--- config.mk ---
export PLATFORM = sky130hd
export DESIGN_NAME = serial_subtractor_flat
export DESIGN_NICKNAME = d
export VERILOG_FILES = /design/src/rtl/arith_pkg.sv /design/src/rtl/serial_subtractor_if.sv /design/src/rtl/full_sub_cell.sv /design/src/rtl/serial_subtractor.sv /design/src/flat_wrapper.sv
export SDC_FILE = /design/constraint.sdc
export NUM_CORES = 1
export LEC_CHECK = 0
export ABC_AREA = 1
export ABC_CLOCK_PERIOD_IN_PS = 2850
export CORE_UTILIZATION = 45
export CTS_BUF_LIST = sky130_fd_sc_hd__clkbuf_4 sky130_fd_sc_hd__clkbuf_8
export DETAILED_ROUTE_END_ITERATION = 10
export PLACE_DENSITY = 0.81
export SETUP_SLACK_MARGIN = 0.2
export SLEW_MARGIN = 20
export SYNTH_ARGS = -nofsm -noshare
export SYNTH_HDL_FRONTEND = slang
export SYNTH_SLANG_ARGS = --single-unit
--- constraint.sdc ---
create_clock -name clk -period 2.85 [get_ports clk]
set_clock_uncertainty 0.1 [all_clocks]
set_input_delay 0.4275 -clock clk [delete_from_list [all_inputs] [get_ports clk]]
set_output_delay 0.4275 -clock clk [all_outputs]
set_load 0.02 [all_outputs]
--- src/rtl/arith_pkg.sv ---
// Shared arithmetic-library definitions: FSM state encoding and counter sizing.
package arith_pkg;

    typedef enum logic [1:0] {
        IDLE = 2'd0,
        RUN  = 2'd1,
        DONE = 2'd2
    } sub_state_e;

    // Counter width for a given number of steps; never narrower than one bit.
    function automatic int count_w(input int steps);
        return (steps > 1) ? $clog2(steps) : 1;
    endfunction

endpackage

--- src/rtl/serial_subtractor_if.sv ---
// Operand/result handshake bundle for serial_subtractor.
interface serial_subtractor_if #(
    parameter int WIDTH = 8
);
    logic             in_valid;
    logic             in_ready;
    logic [WIDTH-1:0] a;
    logic [WIDTH-1:0] b;
    logic             bin;
    logic             out_valid;
    logic             out_ready;
    logic [WIDTH-1:0] diff;
    logic             bout;

    modport master (
        output in_valid, a, b, bin, out_ready,
        input  in_ready, out_valid, diff, bout
    );

    modport slave (
        input  in_valid, a, b, bin, out_ready,
        output in_ready, out_valid, diff, bout
    );
endinterface

--- src/rtl/full_sub_cell.sv ---
// One-bit full subtractor built from two half-subtractor stages and an OR.
module full_sub_cell (
    input  logic x,
    input  logic y,
    input  logic c_in,
    output logic d,
    output logic c_out
);
    logic d1;
    logic b1;
    logic b2;

    // first half-subtractor: x - y
    assign d1 = x ^ y;
    assign b1 = ~x & y;

    // second half-subtractor: (x - y) - c_in
    assign d  = d1 ^ c_in;
    assign b2 = ~d1 & c_in;

    assign c_out = b1 | b2;
endmodule

--- src/rtl/serial_subtractor.sv ---
// Digit-serial unsigned subtractor: a - b - bin, DIGIT bits per clock, LSB first.
module serial_subtractor
    import arith_pkg::*;
#(
    parameter int WIDTH = 8,
    parameter int DIGIT = 1
) (
    input  logic                clk,
    input  logic                rst_n,
    serial_subtractor_if.slave  bus
);
    localparam int STEPS   = WIDTH / DIGIT;
    localparam int COUNT_W = count_w(STEPS);

    if (WIDTH < 1 || DIGIT < 1 || (WIDTH % DIGIT) != 0) begin : g_param_check
        $fatal(1, "serial_subtractor: DIGIT must be >= 1 and divide WIDTH (WIDTH=%0d DIGIT=%0d)",
               WIDTH, DIGIT);
    end

    sub_state_e         state_q, state_d;
    logic [COUNT_W-1:0] cnt_q, cnt_d;
    logic               borrow_q, borrow_d;
    logic [WIDTH-1:0]   a_q, a_d;
    logic [WIDTH-1:0]   b_q, b_d;
    logic [WIDTH-1:0]   diff_q, diff_d;
    logic               bout_q, bout_d;

    logic [DIGIT:0]     chain;
    logic [DIGIT-1:0]   dig;

    assign chain[0] = borrow_q;

    for (genvar g = 0; g < DIGIT; g++) begin : g_ripple
        full_sub_cell u_cell (
            .x     (a_q[g]),
            .y     (b_q[g]),
            .c_in  (chain[g]),
            .d     (dig[g]),
            .c_out (chain[g+1])
        );
    end

    // Next-state and datapath update; everything holds unless a state acts on it.
    always_comb begin
        state_d  = state_q;
        cnt_d    = cnt_q;
        borrow_d = borrow_q;
        a_d      = a_q;
        b_d      = b_q;
        diff_d   = diff_q;
        bout_d   = bout_q;

        unique case (state_q)
            IDLE: begin
                if (bus.in_valid) begin
                    a_d      = bus.a;
                    b_d      = bus.b;
                    borrow_d = bus.bin;
                    cnt_d    = '0;
                    state_d  = RUN;
                end
            end
            RUN: begin
                a_d      = a_q >> DIGIT;
                b_d      = b_q >> DIGIT;
                // new digit enters at the MSB end so the result is LSB-aligned after STEPS shifts
                diff_d   = (diff_q >> DIGIT) | (WIDTH'(dig) << (WIDTH - DIGIT));
                borrow_d = chain[DIGIT];
                if (cnt_q == COUNT_W'(STEPS - 1)) begin
                    bout_d  = chain[DIGIT];
                    state_d = DONE;
                end else begin
                    cnt_d = cnt_q + COUNT_W'(1);
                end
            end
            DONE: begin
                if (bus.out_ready) begin
                    state_d = IDLE;
                end
            end
            default: state_d = IDLE;
        endcase
    end

    // State and datapath registers with asynchronous clear.
    always_ff @(posedge clk or negedge rst_n) begin
        if (!rst_n) begin
            state_q  <= IDLE;
            cnt_q    <= '0;
            borrow_q <= 1'b0;
            a_q      <= '0;
            b_q      <= '0;
            diff_q   <= '0;
            bout_q   <= 1'b0;
        end else begin
            state_q  <= state_d;
            cnt_q    <= cnt_d;
            borrow_q <= borrow_d;
            a_q      <= a_d;
            b_q      <= b_d;
            diff_q   <= diff_d;
            bout_q   <= bout_d;
        end
    end

    assign bus.in_ready  = (state_q == IDLE);
    assign bus.out_valid = (state_q == DONE);
    assign bus.diff      = diff_q;
    assign bus.bout      = bout_q;
endmodule

--- src/flat_wrapper.sv ---
// flat-port wrapper written by rule: the top's interface ports become plain ports
module serial_subtractor_flat import arith_pkg::*;
#(
    parameter int WIDTH = 8,
    parameter int DIGIT = 1
)
  (clk, rst_n, bus_in_valid, bus_a, bus_b, bus_bin, bus_out_ready, bus_in_ready, bus_out_valid, bus_diff, bus_bout);
  serial_subtractor_if #(.WIDTH(WIDTH)) bus_i ();
  input  logic clk;
  input  logic rst_n;
  input wire logic [$bits(bus_i.in_valid)-1:0] bus_in_valid;
  input wire logic [$bits(bus_i.a)-1:0] bus_a;
  input wire logic [$bits(bus_i.b)-1:0] bus_b;
  input wire logic [$bits(bus_i.bin)-1:0] bus_bin;
  input wire logic [$bits(bus_i.out_ready)-1:0] bus_out_ready;
  output wire logic [$bits(bus_i.in_ready)-1:0] bus_in_ready;
  output wire logic [$bits(bus_i.out_valid)-1:0] bus_out_valid;
  output wire logic [$bits(bus_i.diff)-1:0] bus_diff;
  output wire logic [$bits(bus_i.bout)-1:0] bus_bout;
  assign bus_i.in_valid = bus_in_valid;
  assign bus_i.a = bus_a;
  assign bus_i.b = bus_b;
  assign bus_i.bin = bus_bin;
  assign bus_i.out_ready = bus_out_ready;
  assign bus_in_ready = bus_i.in_ready;
  assign bus_out_valid = bus_i.out_valid;
  assign bus_diff = bus_i.diff;
  assign bus_bout = bus_i.bout;
  serial_subtractor #(.WIDTH(WIDTH), .DIGIT(DIGIT)) u_core (.clk(clk), .rst_n(rst_n), .bus(bus_i));
endmodule
==> results of run 1 <==
==> per-stage QoR <==
stage	cell area (um^2)	setup WS, ns	total power, mW
4_1_cts	1910	0.533	2.07
6_report	1910	0.558	2.05
3_3_place_gp	1830	0.919	1.67
3_5_place_dp	1830	0.904	1.71
5_1_grt	1910	0.489	2.25
2_1_floorplan	1510	1.27	1.45
==> kinds of logic after synthesis <==
kind of cell,Yosys count,share of synthesized area [%]
AND/OR/NAND/NOR,126,34.3
flip-flops,31,51.5
buffers and inverters,20,7.31
AO/OA/AOI/OAI,9,3.90
adder cells (fa/ha/maj),3,2.99
==> Yosys cell counts <==
cell       n  share of area [%]
nand2_1  103                 26
dfrtp_1   31                 51
nand3_1   18                6.0
inv_1     10                2.5
o21ai_0    6                2.0
buf_6      3                2.2
buf_2      2               0.66
buf_4      2                1.0
ha_1       2                1.7
inv_2      2               0.50
nand2_2    2               0.83
nor2_1     2               0.50
fa_1       1                1.3
inv_4      1               0.42
nor2_8     1                1.3
o21ai_1    1               0.33
o21ai_4    1                1.1
o31ai_1    1               0.50
==> sequential cells by signal, summed over array words and instances, names as in the netlist <==
name,cells
u_core.state_q,2
u_core.cnt_q,3
u_core.bus.bout,1
u_core.a_q,8
u_core.bus.diff,8
u_core.b_q,8
u_core.borrow_q,1
==> power groups by stage <==
| stage | clock, mW | sequential, mW | combinational (mW) |
|---|---|---|---|
| floorplan | 0 | 0.800 | 0.647 |
| global placement | 0 | 0.771 | 0.902 |
| detailed placement | 0 | 0.774 | 0.931 |
| CTS | 0.367 | 0.769 | 0.932 |
| global route | 0.394 | 0.795 | 1.07 |
| finish | 0.363 | 0.769 | 0.920 |
==> area by class of cell <==
type / instances / share of cell area [%]
Sequential cell: 31 / 40.5
Tap cell: 44 / 2.88
Clock buffer: 6 / 2.68
Timing Repair Buffer: 33 / 17.0
Clock inverter: 2 / 1.83
Inverter: 13 / 2.68
Multi-Input combinational cell: 138 / 32.4
==> worst reg2reg max path, delay by kind of cell, from the launching register on <==
kind	cells	cell delay [ns]
AND/OR/NAND/NOR	5	0.61
buffers and inverters	1	0.26
flip-flops	1	0.68
==> path summary, 6_finish.rpt <==
| check | start | endpoint | cells past startpoint |
|---|---|---|---|
| min in group clk | u_core.borrow_q | u_core.borrow_q | 2 |
| hold reg to reg | u_core.borrow_q | u_core.borrow_q | 2 |
| max in group asynchronous | rst_n | u_core.a_q[7] | 2 |
| setup / recovery | u_core.state_q[0] | bus_in_ready | 2 |
| setup reg to reg | u_core.state_q[0] | u_core.a_q[6] | 6 |
| hold / removal | rst_n | u_core.cnt_q[0] | 2 |
==> routing by layer <==
metal,global-route usage (%),vias up,part of all wire (%),routed length (um)
met5,0,-,0,0
met4,9.97,0,2.1,63
met3,4.55,8,4.7,137
met2,32.1,30,47,1370
met1,25.3,583,47,1360
li1,-,652,-,-
==> metrics.md, run 1 <==
| Metric | Value |
|---|---|
| Dpl cells | between 200 and 300 |
| Die Width | 59.9 um |
| Synth Net Count | roughly 210 |
| Distinct cells, synth | 18 |
| Unrepaired setup endpoints after global routing | no |
| Commonest non-fill, non-tap cell in the layout | nand2_1 |
| CORE AREA | between 3000 and 4000 um^2 |
| Die ar. | roughly 3600 um^2 |
| Port Buf Inserts | 31 |
| Setup TNS | 0 ns |
| Gate power share | about 45% |
| Number of I/O pins | 32 |
| Post-layout min period | roughly 2.3 ns |
| Post-cts hold buffer count | 0 |
| Setup violators final | 0 |
| Critical-path top delay cell | clkdlybuf4s50_1 |
| Gpl congestion | between 0.7 and 0.8 |
| Multi-input logic area | a little over 600 um^2 |
| Internal power | around 1.2 mW |
| Global-route wire length before repair | ~5 mm |
| Worst Path Max Fanout | 13 |
| Drt first pass iters | 4 |
| Cell chain of the critical path | nor2_1, clkdlybuf4s50_1 |
| Die height | 59.9 um |
| DRC errors left | 0 |
| Total of max-cap violations | 0 |
| ANT cells | 0 |
| Sw Share | 41.2% |
| Worst-Margin Slew | around 0.51 ns |
| Final Hold Fails | 0 |
| Clock latency on the worst-skew pair | around 0.33 ns |
| Dpl hpwl | ~2.0 mm |
| Sequential power share | between 30% and 40% |
| Total Nets Final | ~250 |
| Finished Layout Cells | approximately 270 |
| CP delay by family, top | buffers and inverters |
| Clock tree buffer depth | 2 |
| CP Buf/Inv Count | 1 |
| CTS tree | built |
| Pin count of the biggest net entering global routing | 32 |
| Max stage delay on crit path | roughly 0.63 ns |
| Max-slew violations | 0 |
| Clk pwr share | around 18% |
| Sequential share of the synthesized area | between 50 and 60% |
| Effective utilization at floorplan | between 40% and 50% |
| Syn Area/Cell | ~8.0 um^2 |
| FP Rows | 20 |
| Worst Hold Class | input pin to async pin |
| Clock Sinks | 31 |
| Max VDD drop | between 0.6 and 0.7 mV |
| CP endpoint kind | primary output |
| P_leak | roughly 1 nW |
| Initial DRC count | 41 |
| Sw power | approximately 0.84 mW |
| Status | completed |
| CP Data Arrival Time | approximately 1.8 ns |
| Mapped Area | 1510 um^2 |
| Remaining global-route overflow | 0 |
| CTS root buffer | clkbuf_4 |
| Reg-to-reg slack, setup | between 1 and 1.5 ns |
| Avg Vias per Cell | approximately 4.8 |
| Htree depth | 2 |
| Register Area | slightly below 800 um^2 |
| Total CTS buffers | 5 |
| CP required | about 2.3 ns |
| Leading cell types in the layout, fill and taps excluded | nand2_1 (103), clkdlybuf4s50_1 (31), dfrtp_1 (31) |
| Share of layout cells above drive strength 1 | ~7.6% |
| FILL cells | 298 |
| Post-layout util | 61.7% |
| Max-slew headroom | roughly two thirds |
| DR vias | between 1,000 and 1,500 |
| Worst Hold Margin | 0.377 ns |
| CP Launch Type | register |
| Syn Inst Count | approximately 190 |
| Final ANT Viol Nets | 0 |
| Yosys reg bits | 31 |
| Setup Crit Path Kind | register to primary output |
| Resized Gates After CTS | 0 |
| CTS clock-pin slew for the worst setup and hold paths | roughly 0.1 ns |
| WL per Instance | between 10 and 15 um |
| GRT Total Usage | 20.0% |
| PD cells | approximately 1100 nW/um^2 |
| Initial antenna violation count | 0 |
| Fmax | 436 MHz |
| # Post-CTS Setup Buffers | 0 |
| Final period utilization | between 80% and 90% |
| Ys Warns | 0 |
| Vias in the first global route | roughly 1,200 |
| Drt total wl | around 2.9 mm |
| Area growth, synth to finish | 27.1% |
(Power assumes the default switching activity.)
==> run 2: changes to the inputs <==
Settings changed: ABC_CLOCK_PERIOD_IN_PS 2850 to 2300.
Clock period 2.85 ns to 2.3 ns, I/O delays scaled along.
==> metrics.md, run 2 (same netlist as run 1, synthesis figures left out) <==
| Metric | Value |
|---|---|
| Status | completed |
| Die height | roughly 60 um |
| Register Area | roughly 780 um^2 |
| Critical-path top delay cell | clkdlybuf4s50_1 |
| ANT cells | 0 |
| Initial antenna violation count | 0 |
| Sequential power share | a little under two fifths |
| PD cells | 1280 nW/um^2 |
| Commonest non-fill, non-tap cell in the layout | nand2_1 |
| CP required | approximately 1.9 ns |
| Worst Hold Margin | 0.290 ns |
| Htree depth | 2 |
| Sw power | ~1.0 mW |
| Total of max-cap violations | 0 |
| FP Rows | 20 |
| Global-route wire length before repair | 5.10 mm |
| Setup WS pre-CTS | about 0.56 ns |
| Multi-input logic area | between 600 and 700 um^2 |
| Worst Hold Class | input pin to async pin |
| Remaining global-route overflow | 0 |
| Final period utilization | between 70 and 80% |
| Drt total wl | around 2.9 mm |
| Total Nets Final | around 250 |
| Dpl cells | about 260 |
| Setup violators final | 0 |
| Finished Layout Cells | approximately 270 |
| Metal-1 WL | between 1 and 1.5 mm |
| Power Total | 2.46 mW |
| Worst-Margin Slew | just under 0.4 ns |
| CP delay by family, top | buffers and inverters |
| Cell chain of the critical path | clkdlybuf4s50_1 |
| Avg Vias per Cell | 4.66 |
| Port Buf Inserts | 31 |
| Sw Share | about 41% |
| Final Cell Area | around 1900 um^2 |
| Final worst slack | around 0.53 ns |
| Pin count of the biggest net entering global routing | 32 |
| Clk pwr share | between 10% and 20% |
| WL per Instance | about 11 um |
| CP Launch Type | register |
| Die ar. | approximately 3600 um^2 |
| Number of I/O pins | 32 |
| FILL cells | 295 |
| CTS root buffer | clkbuf_4 |
| Fmax | about 560 MHz |
| Max-slew headroom | about three quarters |
| CTS clock-pin slew for the worst setup and hold paths | 0.10 ns |
| Gate power share | ~47% |
| Effective utilization at floorplan | about half |
| CP endpoint kind | primary output |
| Max-slew violations | 0 |
| Total CTS buffers | 5 |
| Area growth, synth to finish | 27.6% |
| Max VDD drop | ~0.76 mV |
| Internal power | around 1.4 mW |
| Drt first pass iters | 5 |
| Final Hold Fails | 0 |
| Share of layout cells above drive strength 1 | under 10% |
| DRC errors left | 0 |
| CP Data Arrival Time | between 1 and 1.5 ns |
| Top Metal Used | met4 |
| DR vias | 1,254 |
| Final ANT Viol Nets | 0 |
| GRT Total Usage | between 10% and 20% |
| Clock latency on the worst-skew pair | around 0.33 ns |
| CORE AREA | 3100 um^2 |
| Initial DRC count | 66 |
| Unrepaired setup endpoints after global routing | no |
| Leading cell types in the layout, fill and taps excluded | nand2_1 (103), dfrtp_1 (30), clkdlybuf4s50_1 (29) |
| CTS tree | built |
| CP Buf/Inv Count | 1 |
| Met2 Wirelength | about 1.3 mm |
| P_leak | 1.04 nW |
| Clock tree buffer depth | 2 |
| Setup Crit Path Kind | register to primary output |
| Max stage delay on crit path | between 0.6 and 0.7 ns |
| Gpl congestion | ~0.77 |
| Post-layout util | around 62% |
| Placed Area | between 1500 and 2000 um^2 |
| Setup TNS | 0 ns |
| Worst Path Max Fanout | 3 |
| Wire length on met3 | between 100 and 150 um |
| Post-layout min period | roughly 1.8 ns |
| Dpl hpwl | ~2.0 mm |
| Clock Sinks | 31 |
| Die Width | approximately 60 um |
| Vias in the first global route | approximately 1,200 |
## run 2: area by class of cell
class | count | share of cell area, %
Sequential cell | 31 | 40.4
Inverter | 13 | 2.67
Timing Repair Buffer | 35 | 18.0
Multi-Input combinational cell | 138 | 32.3
Clock buffer | 8 | 3.78
Tap cell | 44 | 2.86
## run 2: routing by layer
layer / global-route usage [%] / up-vias
met3: 4.55 / 7
met2: 32.2 / 27
met1: 24.2 / 568
li1: - / 652
met4: 7.97 / 0
met5: 0 / -
## run 2: final timing paths
path	start	end	slack (ns)	cells after the start
worst min register to register	u_core.bus.diff[0]	u_core.bus.diff[0]	0.39	2
min in group clk	u_core.bus.diff[0]	u_core.bus.diff[0]	0.39	2
worst max-delay path	u_core.bus.diff[3]	bus_diff[3]	0.53	1
worst max register to register	u_core.state_q[0]	u_core.a_q[6]	0.74	6
max in group asynchronous	rst_n	u_core.state_q[1]	1.51	2
worst min-delay path	rst_n	u_core.bus.diff[6]	0.29	2
## run 2: repair_timing
action	in CTS	in global routing
gates resized for setup	1	2
gates cloned	0	0
setup endpoints to repair	1	2
hold buffers	0	0
buffers inserted	0	0
## run 2: power groups by stage
stage / combinational (mW) / sequential [mW] / clock, mW
final: 1.16 / 0.936 / 0.372
after global routing: 1.34 / 0.966 / 0.406
after CTS: 1.17 / 0.938 / 0.380
after detailed placement: 1.17 / 0.944 / 0
after global placement: 1.15 / 0.937 / 0
after floorplan: 0.802 / 0.992 / 0
==> RTL change, RTL diff (settings of run 1) <==
`WIDTH` is set to 8 in 3 places; all go to 6.
--- a/src/rtl/serial_subtractor_if.sv
+++ b/src/rtl/serial_subtractor_if.sv
@@ -1,6 +1,6 @@
 // Operand/result handshake bundle for serial_subtractor.
 interface serial_subtractor_if #(
-    parameter int WIDTH = 8
+    parameter int WIDTH = 6
 );
     logic             in_valid;
     logic             in_ready;
--- a/src/rtl/serial_subtractor.sv
+++ b/src/rtl/serial_subtractor.sv
@@ -2,7 +2,7 @@
 module serial_subtractor
     import arith_pkg::*;
 #(
-    parameter int WIDTH = 8,
+    parameter int WIDTH = 6,
     parameter int DIGIT = 1
 ) (
     input  logic                clk,
--- a/src/flat_wrapper.sv
+++ b/src/flat_wrapper.sv
@@ -1,7 +1,7 @@
 // flat-port wrapper written by rule: the top's interface ports become plain ports
 module serial_subtractor_flat import arith_pkg::*;
 #(
-    parameter int WIDTH = 8,
+    parameter int WIDTH = 6,
     parameter int DIGIT = 1
 )
   (clk, rst_n, bus_in_valid, bus_a, bus_b, bus_bin, bus_out_ready, bus_in_ready, bus_out_valid, bus_diff, bus_bout);
Interface: changed (resized bus_a, bus_b and bus_diff); port bits go from 32 to 26. The function was not compared with the original's and may differ.
==> RTL change against run 1 <==
Worst setup slack better by 0.21 ns. Cell area is 20% lower. Largest power group unchanged. Worst hold slack got worse by 0.013 ns. Die area fell by 19%. Total power down 24%. Non-clock buffer count is 5 lower. Synthesized area decreased by 20%. Routed wire length down 22%. Sequential power fell by 21%. Sequential cell count is 6 lower. Combinational power fell by 15%. Synthesized cell count down 15%.
==> RTL change: results (changes against run 1) <==
[route]
routed-wl-met3_microns=102  ; was 137 microns
drt_iter0_drc=24  ; was 41
routedWlPerCell_microns=10.51  ; was 10.98 microns
met2WireLength_microns=1123  ; was 1368 microns
vias=1059  ; was 1273

[cells_and_area]
multi_input_gates=114  ; was 138
n_all_buffers=28  ; was 33
num-fill-cells=217  ; was 298
clock_buffers=4  ; was 6
area_share_clock_buf_inv_pct=1.970  ; was 4.510%

[global_routing]
grtUsageTotal_pct=18.31  ; was 19.97%
use_met2_pct=31.69  ; was 32.06%
grt_pass1_wl_microns=3781  ; was 5119 microns
use_met3_pct=2.542  ; was 4.545%
use_met1_pct=22.16  ; was 25.28%

[outcome]
status=completed  ; unchanged

[synthesis]
synth.distinct_cells=17  ; was 18
netlist_top_cells_count=91 x nand2_1, 25 x dfrtp_1, 14 x inv_1  ; was 103 x nand2_1, 31 x dfrtp_1, 18 x nand3_1
seq_area_frac_synth_pct=51.65  ; was 51.50%

[setup_path]
critical_path.max_fanout=6  ; was 13
r2r_slack_ns=1.46  ; was 1.10 ns
arrival_ns=1.55  ; was 1.76 ns

[placement]
routabilityCongestion=0.7662  ; was 0.7511
io_buffers=25  ; was 31

[cts]
cts_sinks=25  ; was 31
numCtsBuffers=3  ; was 5

[timing]
tightest_slew_ns=0.3264  ; was 0.5147 ns

RTL change: cell types whose count changed in the layout (fill, tap and decap cells not counted), sizes merged, moves of 2 or more:
cell,delta
clkdlybuf4s50,-6
inv,+2
nand3,-14
dfrtp,-6
nand2,-11
clkbuf,-2
RTL change: kinds of logic (layout without fill, tap and decap cells):
group | count (synthesis) | in the layout | share of synthesized area [%]
flops | 25 | 25 | 51.65
fa+ha+maj | 3 | 3 | 3.719
buf+inv | 21 | 48 | 7.231
simple gates | 103 | 103 | 33.57
compound gates | 8 | 8 | 3.823
RTL change: power groups by stage:
stage | clock network, mW | registers, mW | logic (mW)
after floorplan | 0 | 0.654 | 0.502
after global placement | 0 | 0.609 | 0.760
after detailed placement | 0 | 0.619 | 0.794
after CTS | 0.172 | 0.612 | 0.798
after global routing | 0.190 | 0.631 | 0.906
final | 0.166 | 0.611 | 0.785
RTL change: worst max-delay path by stage:
stage	cells past startpoint	slack (ns)	to	startpoint
after global placement	6	1.09	u_core.a_q[0]$_DFFE_PN0P_	bus_in_valid
after floorplan	4	1.51	u_core.cnt_q[2]$_DFFE_PN0P_	u_core.state_q[0]$_DFFE_PN0P_
after global routing	2	0.69	bus_in_ready	u_core.state_q[0]$_DFFE_PN0P_
after CTS	2	0.75	bus_in_ready	u_core.state_q[0]$_DFFE_PN0P_
final	2	0.77	bus_in_ready	u_core.state_q[0]$_DFFE_PN0P_
after detailed placement	6	1.08	u_core.a_q[1]$_DFFE_PN0P_	bus_in_valid
RTL change: stage by stage:
step	setup slack (ns)	area [sq um]	std cells	util [%]	power, mW
finish	0.7718	1524	217	60.96	1.562
global route	0.6929	1524	217	60.96	1.728
CTS	0.7498	1524	217	60.96	1.582
detailed placement	1.079	1494	213	59.76	1.413
global placement	1.092	1494	213	59.76	1.369
floorplan	1.507	1211	160	-	1.156
